[src/rtl/ps2_pkg.sv]
// Shared definitions for the PS/2 key decoder.
//   - Scan-code prefix bytes (E0 extended, F0 break)
//   - Keyboard control/status bytes that never carry key data
//   - 5-bit calculator key codes (KEY_NONE marks an unmapped scan code)
//   - Prefix FSM state encoding
package ps2_pkg;

  localparam logic [7:0] SC_EXT    = 8'hE0;
  localparam logic [7:0] SC_BRK    = 8'hF0;

  localparam logic [7:0] SC_BAT_OK = 8'hAA;
  localparam logic [7:0] SC_ACK    = 8'hFA;
  localparam logic [7:0] SC_RESEND = 8'hFE;
  localparam logic [7:0] SC_ECHO   = 8'hEE;
  localparam logic [7:0] SC_ERR0   = 8'h00;
  localparam logic [7:0] SC_ERR1   = 8'hFF;

  localparam logic [4:0] KEY_0     = 5'h00;
  localparam logic [4:0] KEY_1     = 5'h01;
  localparam logic [4:0] KEY_2     = 5'h02;
  localparam logic [4:0] KEY_3     = 5'h03;
  localparam logic [4:0] KEY_4     = 5'h04;
  localparam logic [4:0] KEY_5     = 5'h05;
  localparam logic [4:0] KEY_6     = 5'h06;
  localparam logic [4:0] KEY_7     = 5'h07;
  localparam logic [4:0] KEY_8     = 5'h08;
  localparam logic [4:0] KEY_9     = 5'h09;
  localparam logic [4:0] KEY_ADD   = 5'h0A;
  localparam logic [4:0] KEY_SUB   = 5'h0B;
  localparam logic [4:0] KEY_MUL   = 5'h0C;
  localparam logic [4:0] KEY_DIV   = 5'h0D;
  localparam logic [4:0] KEY_ENTER = 5'h0E;
  localparam logic [4:0] KEY_CLR   = 5'h0F;
  localparam logic [4:0] KEY_BS    = 5'h10;
  localparam logic [4:0] KEY_NONE  = 5'h1F;

  typedef enum logic [1:0] {
    ST_IDLE,
    ST_EXT,
    ST_BRK,
    ST_EXT_BRK
  } pfx_state_e;

  // Bytes the keyboard sends for its own housekeeping; they abort any prefix.
  function automatic logic is_ctrl_byte(input logic [7:0] b);
    return b inside {SC_BAT_OK, SC_ACK, SC_RESEND, SC_ECHO, SC_ERR0, SC_ERR1};
  endfunction

endpackage

[src/rtl/ps2_key_fifo.sv]
// Synchronous key-event FIFO.
//   clk, rst        : clock, synchronous active-high reset
//   push_i, wdata_i : write request and entry {ext, code[4:0]}
//   pop_i           : read request (ignored while empty)
//   rdata_o         : entry at the head (only meaningful while !empty_o)
//   full_o, empty_o : occupancy flags
// A push while full is accepted only if a pop happens in the same cycle.
module ps2_key_fifo #(
  parameter int DEPTH = 4,
  parameter int WIDTH = 6
) (
  input  logic             clk,
  input  logic             rst,
  input  logic             push_i,
  input  logic [WIDTH-1:0] wdata_i,
  input  logic             pop_i,
  output logic [WIDTH-1:0] rdata_o,
  output logic             full_o,
  output logic             empty_o
);

  localparam int AW = $clog2(DEPTH);
  localparam logic [AW:0] FULL_CNT = (AW+1)'(DEPTH);

  logic [WIDTH-1:0] mem_q [DEPTH];
  logic [AW-1:0]    wr_ptr_q;
  logic [AW-1:0]    rd_ptr_q;
  logic [AW:0]      count_q;
  logic             push_ok;
  logic             pop_ok;

  assign empty_o = (count_q == '0);
  assign full_o  = (count_q == FULL_CNT);
  assign pop_ok  = pop_i && !empty_o;
  assign push_ok = push_i && (!full_o || pop_ok);
  assign rdata_o = mem_q[rd_ptr_q];

  // Storage carries no reset; the head is qualified by empty_o downstream.
  always_ff @(posedge clk) begin
    if (push_ok) begin
      mem_q[wr_ptr_q] <= wdata_i;
    end
  end

  // Pointers wrap naturally because DEPTH is a power of two.
  always_ff @(posedge clk) begin
    if (rst) begin
      wr_ptr_q <= '0;
      rd_ptr_q <= '0;
      count_q  <= '0;
    end else begin
      if (push_ok) wr_ptr_q <= wr_ptr_q + 1'b1;
      if (pop_ok)  rd_ptr_q <= rd_ptr_q + 1'b1;
      count_q <= count_q + (AW+1)'(push_ok) - (AW+1)'(pop_ok);
    end
  end

endmodule

[src/rtl/ps2_key_decoder.sv]
// PS/2 scan-code to calculator key decoder.
//   clk, rst   : clock, synchronous active-high reset
//   rx_data    : scan-code byte, qualified by the one-cycle rx_valid strobe
//   key_ready  : consumer accepts the head event (pop when key_valid too)
//   key_valid  : at least one buffered event
//   key_code   : head key code (0 while empty)
//   key_ext    : head event was E0-prefixed (0 while empty)
//   overflow   : one-cycle pulse when an event was dropped on a full buffer
// Prefix bytes are tracked by a small FSM; make codes of mapped keys are
// buffered, typematic repeats of the held key are optionally suppressed,
// and break codes only release the held key.
module ps2_key_decoder
  import ps2_pkg::*;
#(
  parameter int FIFO_DEPTH     = 4,
  parameter int TIMEOUT_CYCLES = 50000,
  parameter int FILTER_REPEAT  = 1
) (
  input  logic       clk,
  input  logic       rst,
  input  logic [7:0] rx_data,
  input  logic       rx_valid,
  input  logic       key_ready,
  output logic       key_valid,
  output logic [4:0] key_code,
  output logic       key_ext,
  output logic       overflow
);

  localparam int TW = $clog2(TIMEOUT_CYCLES) + 1;
  localparam logic [TW-1:0] TO_LAST = TW'(TIMEOUT_CYCLES - 1);

  function automatic logic [4:0] lookup_key(input logic ext, input logic [7:0] sc);
    logic [4:0] k;
    k = KEY_NONE;
    if (ext) begin
      case (sc)
        8'h4A:   k = KEY_DIV;
        8'h5A:   k = KEY_ENTER;
        default: k = KEY_NONE;
      endcase
    end else begin
      case (sc)
        8'h70:   k = KEY_0;
        8'h69:   k = KEY_1;
        8'h72:   k = KEY_2;
        8'h7A:   k = KEY_3;
        8'h6B:   k = KEY_4;
        8'h73:   k = KEY_5;
        8'h74:   k = KEY_6;
        8'h6C:   k = KEY_7;
        8'h75:   k = KEY_8;
        8'h7D:   k = KEY_9;
        8'h79:   k = KEY_ADD;
        8'h7B:   k = KEY_SUB;
        8'h7C:   k = KEY_MUL;
        8'h5A:   k = KEY_ENTER;
        8'h76:   k = KEY_CLR;
        8'h66:   k = KEY_BS;
        default: k = KEY_NONE;
      endcase
    end
    return k;
  endfunction

  pfx_state_e    state_q;
  logic [TW-1:0] tmo_q;
  logic          held_valid_q;
  logic [5:0]    held_key_q;
  logic          overflow_q;

  logic          is_ctrl;
  logic          is_pfx;
  logic          ev_fire;
  logic          ev_ext;
  logic          ev_brk;
  logic [4:0]    ev_code;
  logic [5:0]    ev_key;
  logic          ev_known;
  logic          repeat_hit;
  logic          push;
  logic          release_held;

  logic          fifo_full;
  logic          fifo_empty;
  logic          pop;
  logic [5:0]    head;

  // Classify the incoming byte against the prefix collected so far.
  always_comb begin
    is_ctrl      = is_ctrl_byte(rx_data);
    is_pfx       = (rx_data == SC_EXT) || (rx_data == SC_BRK);
    ev_ext       = (state_q == ST_EXT) || (state_q == ST_EXT_BRK);
    ev_brk       = (state_q == ST_BRK) || (state_q == ST_EXT_BRK);
    ev_fire      = rx_valid && !is_ctrl && !is_pfx;
    ev_code      = lookup_key(ev_ext, rx_data);
    ev_key       = {ev_ext, ev_code};
    ev_known     = (ev_code != KEY_NONE);
    repeat_hit   = (FILTER_REPEAT != 0) && held_valid_q && (held_key_q == ev_key);
    push         = ev_fire && ev_known && !ev_brk && !repeat_hit;
    release_held = ev_fire && ev_known && ev_brk && held_valid_q && (held_key_q == ev_key);
  end

  always_ff @(posedge clk) begin
    if (rst) begin
      state_q      <= ST_IDLE;
      tmo_q        <= '0;
      held_valid_q <= 1'b0;
      held_key_q   <= '0;
      overflow_q   <= 1'b0;
    end else begin
      overflow_q <= push && fifo_full && !pop;

      // The held key follows every accepted make, even one lost to overflow.
      if (push) begin
        held_valid_q <= 1'b1;
        held_key_q   <= ev_key;
      end else if (release_held) begin
        held_valid_q <= 1'b0;
      end

      if (rx_valid) begin
        tmo_q <= '0;
        if (is_ctrl) begin
          state_q <= ST_IDLE;
        end else begin
          case (state_q)
            ST_IDLE:    state_q <= (rx_data == SC_EXT) ? ST_EXT :
                                   (rx_data == SC_BRK) ? ST_BRK : ST_IDLE;
            ST_EXT:     state_q <= (rx_data == SC_BRK) ? ST_EXT_BRK :
                                   (rx_data == SC_EXT) ? ST_EXT : ST_IDLE;
            ST_BRK:     state_q <= (rx_data == SC_EXT) ? ST_EXT_BRK :
                                   (rx_data == SC_BRK) ? ST_BRK : ST_IDLE;
            ST_EXT_BRK: state_q <= is_pfx ? ST_EXT_BRK : ST_IDLE;
            default:    state_q <= ST_IDLE;
          endcase
        end
      end else if (state_q != ST_IDLE) begin
        // A stalled prefix is abandoned so a lost byte cannot corrupt the next key.
        if (tmo_q == TO_LAST) begin
          state_q <= ST_IDLE;
          tmo_q   <= '0;
        end else begin
          tmo_q <= tmo_q + 1'b1;
        end
      end
    end
  end

  assign pop = key_valid && key_ready;

  ps2_key_fifo #(
    .DEPTH (FIFO_DEPTH),
    .WIDTH (6)
  ) u_fifo (
    .clk     (clk),
    .rst     (rst),
    .push_i  (push),
    .wdata_i (ev_key),
    .pop_i   (pop),
    .rdata_o (head),
    .full_o  (fifo_full),
    .empty_o (fifo_empty)
  );

  assign key_valid = !fifo_empty;
  assign key_code  = key_valid ? head[4:0] : 5'h00;
  assign key_ext   = key_valid && head[5];
  assign overflow  = overflow_q;

endmodule

[config.mk]
export PLATFORM = sky130hd
export DESIGN_NAME = ps2_key_decoder
export DESIGN_NICKNAME = d
export VERILOG_FILES = /design/src/rtl/ps2_pkg.sv /design/src/rtl/ps2_key_fifo.sv /design/src/rtl/ps2_key_decoder.sv
export SDC_FILE = /design/constraint.sdc
export NUM_CORES = 1
export LEC_CHECK = 0
export BUFFER_PORTS_ARGS = -buffer_cell sky130_fd_sc_hd__buf_2
export CAP_MARGIN = 5
export CORE_MARGIN = 2
export CORE_UTILIZATION = 61
export DETAILED_ROUTE_END_ITERATION = 10
export PLACE_DENSITY = 0.9
export SLEW_MARGIN = 30
export SYNTH_ARGS = -nofsm -noshare
export SYNTH_HDL_FRONTEND = slang
export SYNTH_SLANG_ARGS = --single-unit
[constraint.sdc]
create_clock -name clk -period 3.58 [get_ports clk]
set_input_delay 0.537 -clock clk [delete_from_list [all_inputs] [get_ports clk]]
set_output_delay 0.537 -clock clk [all_outputs]
set_load 0.03 [all_outputs]
==> flow_metrics.py, run 1 <==
metrics = {
    "synthesis": {
        "syn_avg_cell_area_um2": 10.23,
        "postSynth.asyncResetShare_pct": 0,
        "synthDominantAreaCellType": "sky130_fd_sc_hd__dfxtp_1",
        "synth-seq-area-share_pct": 43.89,
        "synth_cell_types": 64,
        "synthFlopType": "sky130_fd_sc_hd__dfxtp_1",
        "yosys.area.top_type_share_pct": 21.94,
        "postSynthRegisterBits": 60,
        "synth_top_cells_by_count": "41 x sky130_fd_sc_hd__nor2_1, 36 x sky130_fd_sc_hd__dfxtp_1, 24 x sky130_fd_sc_hd__edfxtp_1",
        "synth_edf_count": 24,
        "largest_cells_by_area_after_synthesis": "sky130_fd_sc_hd__dfxtp_1 22%, sky130_fd_sc_hd__edfxtp_1 22%, sky130_fd_sc_hd__nor2_1 4.7%",
        "postSynthCellCount": 321,
        "syn-num-nets": 341,
        "synth_area_um2": 3284,
        "yosys_warnings": 0,
        "post-synth-top-count-cell": "sky130_fd_sc_hd__nor2_1",
    },
    "clocking": {
        "post_cts_setup_buffer_count": 0,
        "insertion_delay_ps": 340,
        "cts-hold-fix-buffers": 0,
        "cts-buffers-inserted": 9,
        "post_cts_resize_count": 0,
        "cts.reportedPaths.clkPinSlew_ps": 70,
        "tritoncts_clock_tree": "yes",
        "h_tree_depth": 3,
        "ctsRootBufferMaster": "sky130_fd_sc_hd__clkbuf_8",
        "clock_tree.buffer_depth": 2,
        "cts_sinks": 60,
    },
    "setup_path": {
        "crit_path_max_incr_delay_ps": 510,
        "data_arrival_time_of_the_worst_path_ps": 3320,
        "setup.worst_path.class": "reg -> reg",
        "critical_path.endpoint_type": "flop",
        "crit_path_slowest_cell": "sky130_fd_sc_hd__dfxtp_1",
        "crit_fanout": 18,
        "critPathLaunchType": "flop",
        "crit_chain": "nor2_1 -> o31ai_4 -> and2_1 -> o311ai_2 -> nand4_2 -> and3_4 -> ha_1 -> fa_1 -> xnor2_1 -> xnor2_1 -> nor2_1",
        "timing.critical_path.required_ps": 3800,
    },
    "power": {
        "comb_power_share_pct": 25.7,
        "vdd_drop_max_v": 0.0002840,
        "power_frac_seq_pct": 42.9,
        "leakage_nw": 1.267,
        "internal_power_mw": 1.257,
        "switching_share_pct": 31.35,
        "power.net_switching_mw": 0.5738,
        "power.share.clock_pct": 31.5,
        "pwr_density_cell_nw_per_um2": 516.4,
    },
    "placed_design": {
        "buffer_ports.inserted": 19,
        "placedInstanceArea_um2": 3361,
        "dp_hpwl_um": 4531,
        "finalWeightedCongestion": 0.9583,
        "post-place-ws_ps": 188.3,
    },
    "final_layout": {
        "layout.nets": 357,
        "layout.core_utilization_pct": 68.96,
        "finish.instance_area_um2": 3545,
        "syn2layout_area_growth_pct": 7.924,
        "fill_cells": 403,
        "layout-drive-gt1-share_pct": 20.18,
        "antenna_cells_inserted": 0,
    },
    "sta": {
        "setup_slack_ps": 479.3,
        "whs_ps": 488.8,
        "report.final.setup_viol": 0,
        "final.min_clock_period_ps": 3101,
        "max_freq_mhz": 322.5,
        "finalMaxSlewViolations": 0,
        "worst_slew_margin_rel_pct": 57.64,
        "rsz0062_at_grt": "false",
        "worstMarginPinSlew_ps": 633.5,
        "period_share_pct": 86.61,
        "clock_skew_ps": 8.012,
        "hold_viol": 0,
        "setup_tns_ps": 0,
    },
    "die": {
        "dieWidth_um": 77.38,
        "initial_cell_density_of_the_core_pct": 63.90,
        "core_area_um2": 5140,
        "die_height_um": 77.38,
        "row_count": 26,
        "fp.dieArea_um2": 5987,
        "ioPinCount": 20,
    },
    "route": {
        "ant_nets": 0,
        "routedWlPerCell_um": 15.31,
        "drcViolationCount": 0,
        "drt_iter0_markers": 212,
        "first_pass_iters": 4,
        "drt_wl_total_um": 6306,
        "avgViaCountPerCell": 5.896,
        "route.vias.total": 2429,
    },
    "global_route": {
        "vias_in_the_first_global_route": 2275,
        "antenna_violations_before_repair": 0,
        "grt_first_pass_wirelength_um": 10570,
        "grt_max_degree": 22,
        "total_grt_overflow": 0,
        "grt_usage_pct": 22.52,
    },
    "run": {
        "drv_cap": 0,
    },
    "worst_hold_path": {
        "hold_path.class": "reg -> reg",
    },
    "run_status": {
        "outcome": "completed",
    },
}
state kept, by name, summed over array words and instances, names as in the netlist, named ones only:
signal,flops
state_q,2
u_fifo.mem_q,24
u_fifo.rd_ptr_q,2
overflow,1
tmo_q,17
held_valid_q,1
held_key_q,6
u_fifo.count_q,3
u_fifo.wr_ptr_q,2
layout make-up:
class / count / area [µm²] / area share (%)
well taps: 70 / 87.58 / 2.471
clock buffers: 11 / 131.4 / 3.706
inverters: 13 / 48.80 / 1.377
multi-input cells: 229 / 1650 / 46.56
flip-flops and latches: 60 / 1441 / 40.66
clock inverters: 5 / 52.55 / 1.483
repair buffers: 24 / 132.6 / 3.742
critical path: cells and delay by family (launching register included):
family	cells	cell delay [ps]
XOR/XNOR	2	340
AO/OA/AOI/OAI	2	560
adder cells (fa/ha/maj)	2	580
AND/OR/NAND/NOR	5	980
flip-flops	1	510
cell families (layout without fill, tap and decap cells):
kind of cell             count (synthesis)  count (layout)  synth area share [%]
buffers and inverters                   32              53                 5.867
flip-flops                              60              60                 43.89
AO/OA/AOI/OAI                           55              55                 12.76
XOR/XNOR                                21              21                 5.600
multiplexers                            10              10                 5.486
adder cells (fa/ha/maj)                  8               8                 3.276
AND/OR/NAND/NOR                        135             135                 23.12
layout by cell type, fill, tap and decap left out, types with 6 or more instances in the layout:
cell	instances
sky130_fd_sc_hd__and2_1	10
sky130_fd_sc_hd__a21oi_1	14
sky130_fd_sc_hd__o21ai_0	10
sky130_fd_sc_hd__dfxtp_1	36
sky130_fd_sc_hd__mux4_2	6
sky130_fd_sc_hd__nand2_1	17
sky130_fd_sc_hd__edfxtp_1	24
sky130_fd_sc_hd__xnor2_1	8
sky130_fd_sc_hd__nand3_1	10
sky130_fd_sc_hd__nor3_1	8
sky130_fd_sc_hd__inv_1	13
sky130_fd_sc_hd__clkbuf_8	9
sky130_fd_sc_hd__buf_2	19
sky130_fd_sc_hd__ha_1	7
sky130_fd_sc_hd__nor2_1	41
sky130_fd_sc_hd__xor2_1	13
power groups by stage:
stage	Clock, mW	Combinational (mW)	Sequential (mW)
global placement	0	0.455	0.798
CTS	0.583	0.475	0.787
global route	0.622	0.516	0.792
floorplan	0	0.397	0.775
finish	0.576	0.470	0.785
detailed placement	0	0.472	0.801
layer usage:
layer	routed length, µm	global-route usage (%)	vias to the layer above
met2	3078	36.35	59
met4	79	6.786	0
met3	300	6.279	8
li1	-	-	1194
met5	0	0	-
met1	2847	29.70	1168
final timing paths:
| kind | end | depth (start not counted) | slack (ps) | from |
|---|---|---|---|---|
| worst max register to register | u_fifo.count_q[2] | 11 | 480 | state_q[0] |
| worst min register to register | tmo_q[1] | 2 | 490 | tmo_q[1] |
| worst min-delay path | tmo_q[1] | 2 | 490 | tmo_q[1] |
| worst max-delay path | u_fifo.count_q[2] | 11 | 480 | state_q[0] |
metrics by stage:
stage                     instances  total power [mW]
after global routing            412             1.930
after detailed placement        396             1.273
after global placement          396             1.253
after CTS                       412             1.845
after floorplan                 321             1.173
final                           412             1.831
Power figures use the tool's default switching activity.
==> run 2, diff against run 1 <==
- ABC_AREA: default -> 1
- CORE_UTILIZATION: 61 -> 60
- PLACE_DENSITY: 0.9 -> 0.89
==> run 2 against run 1 <==
Against the previous run: final area up 1.4%; via count up 15%; register-to-register slack better by 270 ps; first-iteration DRC count down 24%; fmax up 4.1%; synthesized cell count up 31%; sequential power down 0.9%; setup slack better by 120 ps; core utilization up 0.97 points; count of clock-buffer cells in the layout up 5; critical path depth up 8.
==> flow_metrics.py, run 2 <==
metrics = {
    "run_status": {
        "outcome": "completed",
    },
    "clocking": {
        "cts.reportedPaths.clkPinSlew_ps": 60,
        "insertion_delay_ps": 340,
        "clock_tree.buffer_depth": 2,
        "tritoncts_clock_tree": "yes",
        "cts-hold-fix-buffers": 0,
        "post_cts_setup_buffer_count": 0,
        "cts-buffers-inserted": 9,
        "cts_sinks": 60,
        "post_cts_resize_count": 0,
        "ctsRootBufferMaster": "sky130_fd_sc_hd__clkbuf_8",
        "h_tree_depth": 3,
    },
    "final_layout": {
        "layout.cells.most_common_list": "80 x sky130_fd_sc_hd__nor2_1, 68 x sky130_fd_sc_hd__nand2_1, 58 x sky130_fd_sc_hd__inv_1",
        "regs_by_ff_count": "u_fifo.mem_q: 24 flops, tmo_q: 17 flops, held_key_q: 6 flops",
        "leading_cell_type_in_the_layout_fill_and_taps_excluded": "sky130_fd_sc_hd__nor2_1",
        "syn2layout_area_growth_pct": 11.27,
        "layout-drive-gt1-share_pct": 15.93,
        "antenna_cells_inserted": 0,
        "layout.nets": 467,
        "final-instance-count-excl-fill": 522,
        "finish.instance_area_um2": 3595,
        "largest_reg_flops": 24,
        "largest-register": "u_fifo.mem_q",
    },
    "setup_path": {
        "critPathLaunchType": "primary input",
        "worst_path_dominant_cell_family": "simple AND/OR/NAND/NOR gates",
        "critical_path.endpoint_type": "flop",
        "crit_chain": "buf_2 -> inv_2 -> nand2_4 -> nor2_2 -> nand2_1 -> nand3_1 -> nor2_2 -> nand3_4 -> nand2_2 -> nand2_1 -> nand2_1 -> a21oi_2 -> nand4_4 -> nand3_2 -> inv_1 -> ha_1 -> fa_1 -> or2_2 -> a21oi_1",
        "crit_fanout": 7,
        "crit_buf_inv": 3,
        "crit_path_max_incr_delay_ps": 380,
        "crit_path_slowest_cell": "sky130_fd_sc_hd__fa_1",
        "data_arrival_time_of_the_worst_path_ps": 3250,
        "timing.critical_path.required_ps": 3860,
        "path_common_cell": "sky130_fd_sc_hd__nand2_1",
        "setup.worst_path.class": "in -> reg",
    },
    "synthesis": {
        "yosys.area.top_type_share_pct": 22.31,
        "postSynthCellCount": 422,
        "largest_cells_by_area_after_synthesis": "sky130_fd_sc_hd__dfxtp_1 22%, sky130_fd_sc_hd__edfxtp_1 22%, sky130_fd_sc_hd__nor2_1 9.3%",
        "synthFlopType": "sky130_fd_sc_hd__dfxtp_1",
        "synth-seq-area-share_pct": 44.62,
        "synth_cell_types": 38,
        "synth_top_cells_by_count": "80 x sky130_fd_sc_hd__nor2_1, 68 x sky130_fd_sc_hd__nand2_1, 58 x sky130_fd_sc_hd__inv_1",
        "syn-num-nets": 442,
        "yosys_warnings": 0,
        "postSynth.asyncResetShare_pct": 0,
        "post-synth-top-count-cell": "sky130_fd_sc_hd__nor2_1",
        "synth_edf_count": 24,
        "syn_avg_cell_area_um2": 7.655,
        "synthDominantAreaCellType": "sky130_fd_sc_hd__dfxtp_1",
        "postSynthRegisterBits": 60,
        "synth_area_um2": 3231,
    },
    "power": {
        "vdd_drop_max_v": 0.0003266,
        "power_mw": 1.804,
        "leakage_nw": 1.469,
        "pwr_density_cell_nw_per_um2": 501.8,
    },
    "global_route": {
        "grt_max_degree": 14,
        "grt_usage_pct": 23.64,
        "grt_first_pass_wirelength_um": 11230,
        "total_grt_overflow": 0,
        "vias_in_the_first_global_route": 2701,
        "antenna_violations_before_repair": 0,
    },
    "route": {
        "routedWlPerCell_um": 12.48,
        "first_pass_iters": 4,
        "drt_wl_total_um": 6512,
        "drcViolationCount": 0,
        "avgViaCountPerCell": 5.343,
        "ant_nets": 0,
        "route.vias.total": 2789,
        "drt_iter0_markers": 161,
    },
    "placed_design": {
        "placedInstanceArea_um2": 3393,
        "buffer_ports.inserted": 19,
        "placed_cells": 506,
        "dp_hpwl_um": 4718,
        "finalWeightedCongestion": 0.8790,
    },
    "sta": {
        "worstMarginPinSlew_ps": 601.7,
        "final.min_clock_period_ps": 2977,
        "max_freq_mhz": 335.9,
        "finalMaxSlewViolations": 0,
        "clock_skew_ps": 6.642,
        "rsz0062_at_grt": "false",
        "setup_tns_ps": 0,
        "hold_viol": 0,
        "report.final.setup_viol": 0,
        "period_share_pct": 83.16,
        "worst_slew_margin_rel_pct": 59.74,
    },
    "die": {
        "dieWidth_um": 77.38,
        "die_height_um": 77.38,
        "fp.dieArea_um2": 5987,
        "row_count": 26,
        "initial_cell_density_of_the_core_pct": 62.85,
        "core_area_um2": 5140,
        "ioPinCount": 20,
    },
    "run": {
        "drv_cap": 0,
    },
    "worst_hold_path": {
        "hold_path.class": "in -> reg",
    },
}
[run 2: routing by layer]
metal	track usage [%]	wire length [µm]	share of wire, %
met1	27.25	2864	44
met4	9.464	145	2.2
met5	0	0	0
met3	6.395	305	4.7
met2	41.57	3197	49
[run 2: path summary, 6_finish.rpt]
check	from	end	slack (ps)	cells past startpoint
max	rx_data[7]	u_fifo.count_q[2]	600	19
min	rst	u_fifo.count_q[2]	460	2
max reg2reg	state_q[0]	u_fifo.count_q[2]	750	15
min reg2reg	tmo_q[15]	tmo_q[15]	460	2
[run 2: cell type report]
type                            instances  area [µm²]
Sequential cell                        60        1441
Timing Repair Buffer                   19       95.09
Fill cell                             430        1545
Clock buffer                           16       201.4
Tap cell                               70       87.58
Multi-Input combinational cell        294        1530
Inverter                               63       239.0
[run 2: kinds of logic after synthesis]
logic type	count (synthesis)	share of synthesized area, %
buf+inv	68	8.017
xor+xnor	7	1.898
flops	60	44.62
compound gates	54	9.179
fa+ha+maj	8	3.331
simple gates	225	32.96
[run 2: power by group]
part	internal, mW	total, mW	switching, mW	leakage (nW)
registers	0.741	0.778	0.0362	0.508
logic	0.126	0.428	0.302	0.859
clock network	0.351	0.598	0.247	0.102
[run 2: metrics by stage]
| step | worst slack (ps) | hold slack (ps) | util, % |
|---|---|---|---|
| after global routing | 296.0 | 468.2 | 69.94 |
| after global placement | 393.4 | 447.0 | 66.02 |
| final | 602.8 | 461.1 | 69.94 |
| after detailed placement | 268.5 | 454.5 | 66.02 |
| after floorplan | 686.7 | 434.8 | - |
| after CTS | 626.3 | 446.2 | 69.94 |
